--- config.mk ---
export PLATFORM = sky130hd
export DESIGN_NAME = fetch_stage
export DESIGN_NICKNAME = d
export VERILOG_FILES = /design/src/rtl/fetch_stage.sv
export SDC_FILE = /design/constraint.sdc
export NUM_CORES = 1
export LEC_CHECK = 0
export CAP_MARGIN = 10
export CORE_MARGIN = 2
export CORE_UTILIZATION = 46
export CTS_CLUSTER_SIZE = 8
export DETAILED_ROUTE_END_ITERATION = 10
export GPL_ROUTABILITY_DRIVEN = 0
export PLACE_DENSITY = 0.8
export SLEW_MARGIN = 15
export SYNTH_ARGS = -nofsm -noshare
export SYNTH_HDL_FRONTEND = slang
export SYNTH_SLANG_ARGS = --single-unit
--- constraint.sdc ---
create_clock -name clk -period 2.3 [get_ports clk]
set_input_delay 0.46 -clock clk [delete_from_list [all_inputs] [get_ports clk]]
set_output_delay 0.46 -clock clk [all_outputs]
set_load 0.005 [all_outputs]
--- src/rtl/fetch_stage.sv ---
// Instruction-fetch stage: PC register, PC+4 adder, branch redirect,
// IF/ID pipeline register and saturating stall/flush debug counters.
module fetch_stage #(
    parameter logic [31:0] RESET_PC  = 32'h0040_0000,
    parameter int          CNT_WIDTH = 16
) (
    input  logic                 clk,
    input  logic                 reset,
    input  logic                 Block_PC_Write,
    input  logic                 Block_IF_ID_Write,
    input  logic                 Flush,
    input  logic [31:0]          Branch_Target,
    input  logic [31:0]          Instr_Mem_Data,
    output logic [31:0]          Instr_Mem_Addr,
    output logic [31:0]          IF_ID_Instruction,
    output logic [31:0]          IF_ID_PC_Plus_4,
    output logic                 IF_ID_Valid,
    output logic [CNT_WIDTH-1:0] Stall_Count,
    output logic [CNT_WIDTH-1:0] Flush_Count
);

    logic [31:0]          pc_q, pc_d;
    logic [31:0]          instr_q, instr_d;
    logic [31:0]          pc4_q, pc4_d;
    logic                 vld_q, vld_d;
    logic [CNT_WIDTH-1:0] stall_cnt_q, stall_cnt_d;
    logic [CNT_WIDTH-1:0] flush_cnt_q, flush_cnt_d;
    logic [31:0]          pc_plus_4;

    // Wraps naturally modulo 2^32.
    assign pc_plus_4 = pc_q + 32'd4;

    // Next-state: flush beats both blocks; blocks act independently.
    always_comb begin
        pc_d        = pc_plus_4;
        instr_d     = Instr_Mem_Data;
        pc4_d       = pc_plus_4;
        vld_d       = 1'b1;
        stall_cnt_d = stall_cnt_q;
        flush_cnt_d = flush_cnt_q;

        if (Flush) begin
            pc_d    = {Branch_Target[31:2], 2'b00};
            instr_d = 32'd0;
            pc4_d   = 32'd0;
            vld_d   = 1'b0;
        end else begin
            if (Block_PC_Write) pc_d = pc_q;
            if (Block_IF_ID_Write) begin
                instr_d = instr_q;
                pc4_d   = pc4_q;
                vld_d   = vld_q;
            end
        end

        // Counters stick at all-ones rather than wrapping.
        if (Block_IF_ID_Write && !Flush && (stall_cnt_q != {CNT_WIDTH{1'b1}}))
            stall_cnt_d = stall_cnt_q + 1'b1;
        if (Flush && (flush_cnt_q != {CNT_WIDTH{1'b1}}))
            flush_cnt_d = flush_cnt_q + 1'b1;
    end

    // State registers; synchronous reset dominates everything.
    always_ff @(posedge clk) begin
        if (reset) begin
            pc_q        <= {RESET_PC[31:2], 2'b00};
            instr_q     <= 32'd0;
            pc4_q       <= 32'd0;
            vld_q       <= 1'b0;
            stall_cnt_q <= '0;
            flush_cnt_q <= '0;
        end else begin
            pc_q        <= pc_d;
            instr_q     <= instr_d;
            pc4_q       <= pc4_d;
            vld_q       <= vld_d;
            stall_cnt_q <= stall_cnt_d;
            flush_cnt_q <= flush_cnt_d;
        end
    end

    assign Instr_Mem_Addr    = pc_q;
    assign IF_ID_Instruction = instr_q;
    assign IF_ID_PC_Plus_4   = pc4_q;
    assign IF_ID_Valid       = vld_q;
    assign Stall_Count       = stall_cnt_q;
    assign Flush_Count       = flush_cnt_q;

endmodule
==> flow_summary.toml <==
[status]
status = "complete, no violations"

[synthesis]
synth_compound_area_frac = 0.0992
synth_top_area_share = 0.428
synth-edff-count = 0
synthesis.area_per_instance_um2 = 8.54
synth_ff_type = "dfxtp_1"
yosysTopAreaCell = "dfxtp_1"
yosys_warnings = 0
yosys-top-cells-count = "dfxtp_1, nor2_1, xnor2_1"
ys_seq_area_frac = 0.428
synth_cell_types = 45
synth_area_leaders = "dfxtp_1, nor2_1, mux2i_1, xnor2_1, xor2_1"
ys_ff_latch = 125
synth_top_family_by_area = "simple AND/OR/NAND/NOR gates"
synth-simple-area-share = 0.235
synth_fa_ha_area_frac = 0.00643
synth_xor_area_frac = 0.109
syn_area_mm2 = 0.00584
muxShareOfSynthArea = 0.0737
synthArstFlopShare = 0
yosysMostFrequentCell = "dfxtp_1"
synth_cells = 684

[cells_and_area]
nNetsFinal = 955
antenna_cells = 0
area_growth_pct = 48.0
layout-drive-gt1-share = 0.0883
n_fill_cell = 996

[cts]
cts_tree = "built"
clock_tree.root_cell = "clkbuf_16"
cts_buffers = 17
cts_sinks = 125
clk_latency_ns = 0.42
clkTransAtPathRegs_ns = 0.06
cts_hold_buf = 0
htree_num_levels = 4
cts_resized = 0
post_cts_buffers = 0
clockBufferDepth = 2

[worst_setup_path]
critPathKind = "reg2reg"
end_kind = "flip-flop"
critPathMaxFanout = 7
cp-start-kind = "flip-flop"
worstPathRequired_ns = 2.61
worstPathArrival_ns = 2.50

[floorplanning]
die_w_um = 117
rows = 41
dieHeight_um = 117
die-area_mm2 = 0.0136
start_util = 0.467
io_pins = 198
core_mm2 = 0.0125

[timing]
rsz0062_at_grt = "no"
slew_viol_final = 0
period_needed_ns = 2.19
finalHoldViolCount = 0
setup_violations = 0
fin_tns_setup_ns = 0
max_slew_margin = 0.518
skew_ns = 0.00952
max_freq_mhz = 456
post-route-period-util = 0.953
worst_pin_slew_ns = 0.723

[global_route]
antenna_found_initial = 0
top_usage_layer = "met2"
grtUsageTotal = 0.250
grt_pass1_wl_mm = 26.8
met1_usage = 0.305
use_met2 = 0.427
grt_start_max_net_pins = 47
grt_util_met3 = 0.0768
grt_pass1_vias = 5461
gr-total-overflow = 0

[route]
viasPerCell = 5.35
drc = 0
ant_nets = 0
drtIter0Drc = 504
dr.pass1.iters = 5
wl_mm = 17.2
route.vias.total = 5705
wl_per_cell_um = 16.1

[min_path]
hold_path.class = "in2reg"

[power]
p_leak_nw = 3.15
p_total_mw = 5.63
p_per_area_mw_per_mm2 = 651
ir_drop_v = 0.000468

[place]
portBuffers = 191
dp_hpwl_mm = 12.0

[flow_run]
maxCapViolations = 0
==> cells in the final DEF, fill, tap and decap left out, types with 4 or more instances in the layout <==
| master | count |
|---|---|
| clkdlybuf4s50_1 | 189 |
| dfxtp_1 | 125 |
| nor2_1 | 121 |
| xnor2_1 | 44 |
| mux2i_1 | 43 |
| nand2_1 | 38 |
| buf_4 | 38 |
| a21oi_1 | 37 |
| o21ai_0 | 30 |
| xor2_1 | 29 |
| nand4_1 | 26 |
| nand3_1 | 21 |
| clkbuf_16 | 17 |
| nor4_1 | 12 |
| nor3_1 | 12 |
| a211oi_1 | 11 |
| or4_1 | 7 |
| and2_1 | 7 |
| or3_1 | 6 |
| inv_1 | 6 |
| and3_1 | 6 |
| and4_1 | 6 |
| a311oi_1 | 6 |
| o31ai_1 | 4 |
| conb_1 | 4 |
| clkbuf_8 | 4 |
| clkinvlp_4 | 4 |
==> path summary, 6_finish.rpt <==
kind / from / end / slack [ns] / depth (start not counted)
setup / recovery: Instr_Mem_Addr[17] / Instr_Mem_Addr[25] / 0.11 / 5
hold / removal: reset / Instr_Mem_Addr[23] / 0.44 / 2
setup reg to reg: Instr_Mem_Addr[17] / Instr_Mem_Addr[25] / 0.11 / 5
hold reg to reg: IF_ID_Valid / IF_ID_Valid / 0.45 / 2
==> cell families (layout without fill, tap and decap cells) <==
kind of cell / count (synthesis) / count (layout)
compound gates: 98 / 98
xor+xnor: 73 / 73
fa+ha+maj: 3 / 3
buf+inv: 62 / 270
flops: 125 / 125
mux: 43 / 43
other cells: 1 / 4
simple gates: 279 / 279
==> critical path: stages (launching register included) <==
cell,delay (ns)
dfxtp_1,0.39
and4_1,0.26
nand4_4,0.17
or3_1,0.49
or4_1,0.45
a311oi_1,0.32
==> where the power goes <==
part | switching (mW) | internal [mW] | leakage, nW
combinational | 0.274 | 0.372 | 1.84
clock | 0.974 | 1.70 | 0.283
sequential | 0.0689 | 2.24 | 1.02
==> state kept, by name, summed over array words and instances (netlist names) <==
signal and cells:
IF_ID_PC_Plus_4 30, IF_ID_Valid 1, Stall_Count 16, IF_ID_Instruction 32, Instr_Mem_Addr 30, Flush_Count 16
==> metrics by stage <==
stage	hold slack, ns	cell area, µm²	worst slack (ns)	utilization	std cells
4_1_cts	0.425	8640	0.129	0.691	1067
6_report	0.440	8640	0.108	0.691	1067
2_1_floorplan	0.447	5850	0.0983	-	687
3_3_place_gp	0.438	8050	0.0533	0.643	1036
5_1_grt	0.445	8640	0.0102	0.691	1067
3_5_place_dp	0.441	8050	0.0302	0.643	1036
==> metal layers <==
metal | vias up | wire length [µm]
met5 | - | 0
met4 | 0 | 236
met3 | 26 | 1330
met2 | 228 | 8610
met1 | 2680 | 6990
li1 | 2771 | -
==> area by class of cell <==
cell class              count  area, µm²  area share
multi-input cells         500       3070       0.356
flip-flops and latches    125       2500       0.290
repair buffers            231       2230       0.258
clock buffers              21        480      0.0556
well taps                 172        215      0.0249
clock inverters            10        114      0.0132
inverters                   8       30.0     0.00347
Power figures use the tool's default switching activity.
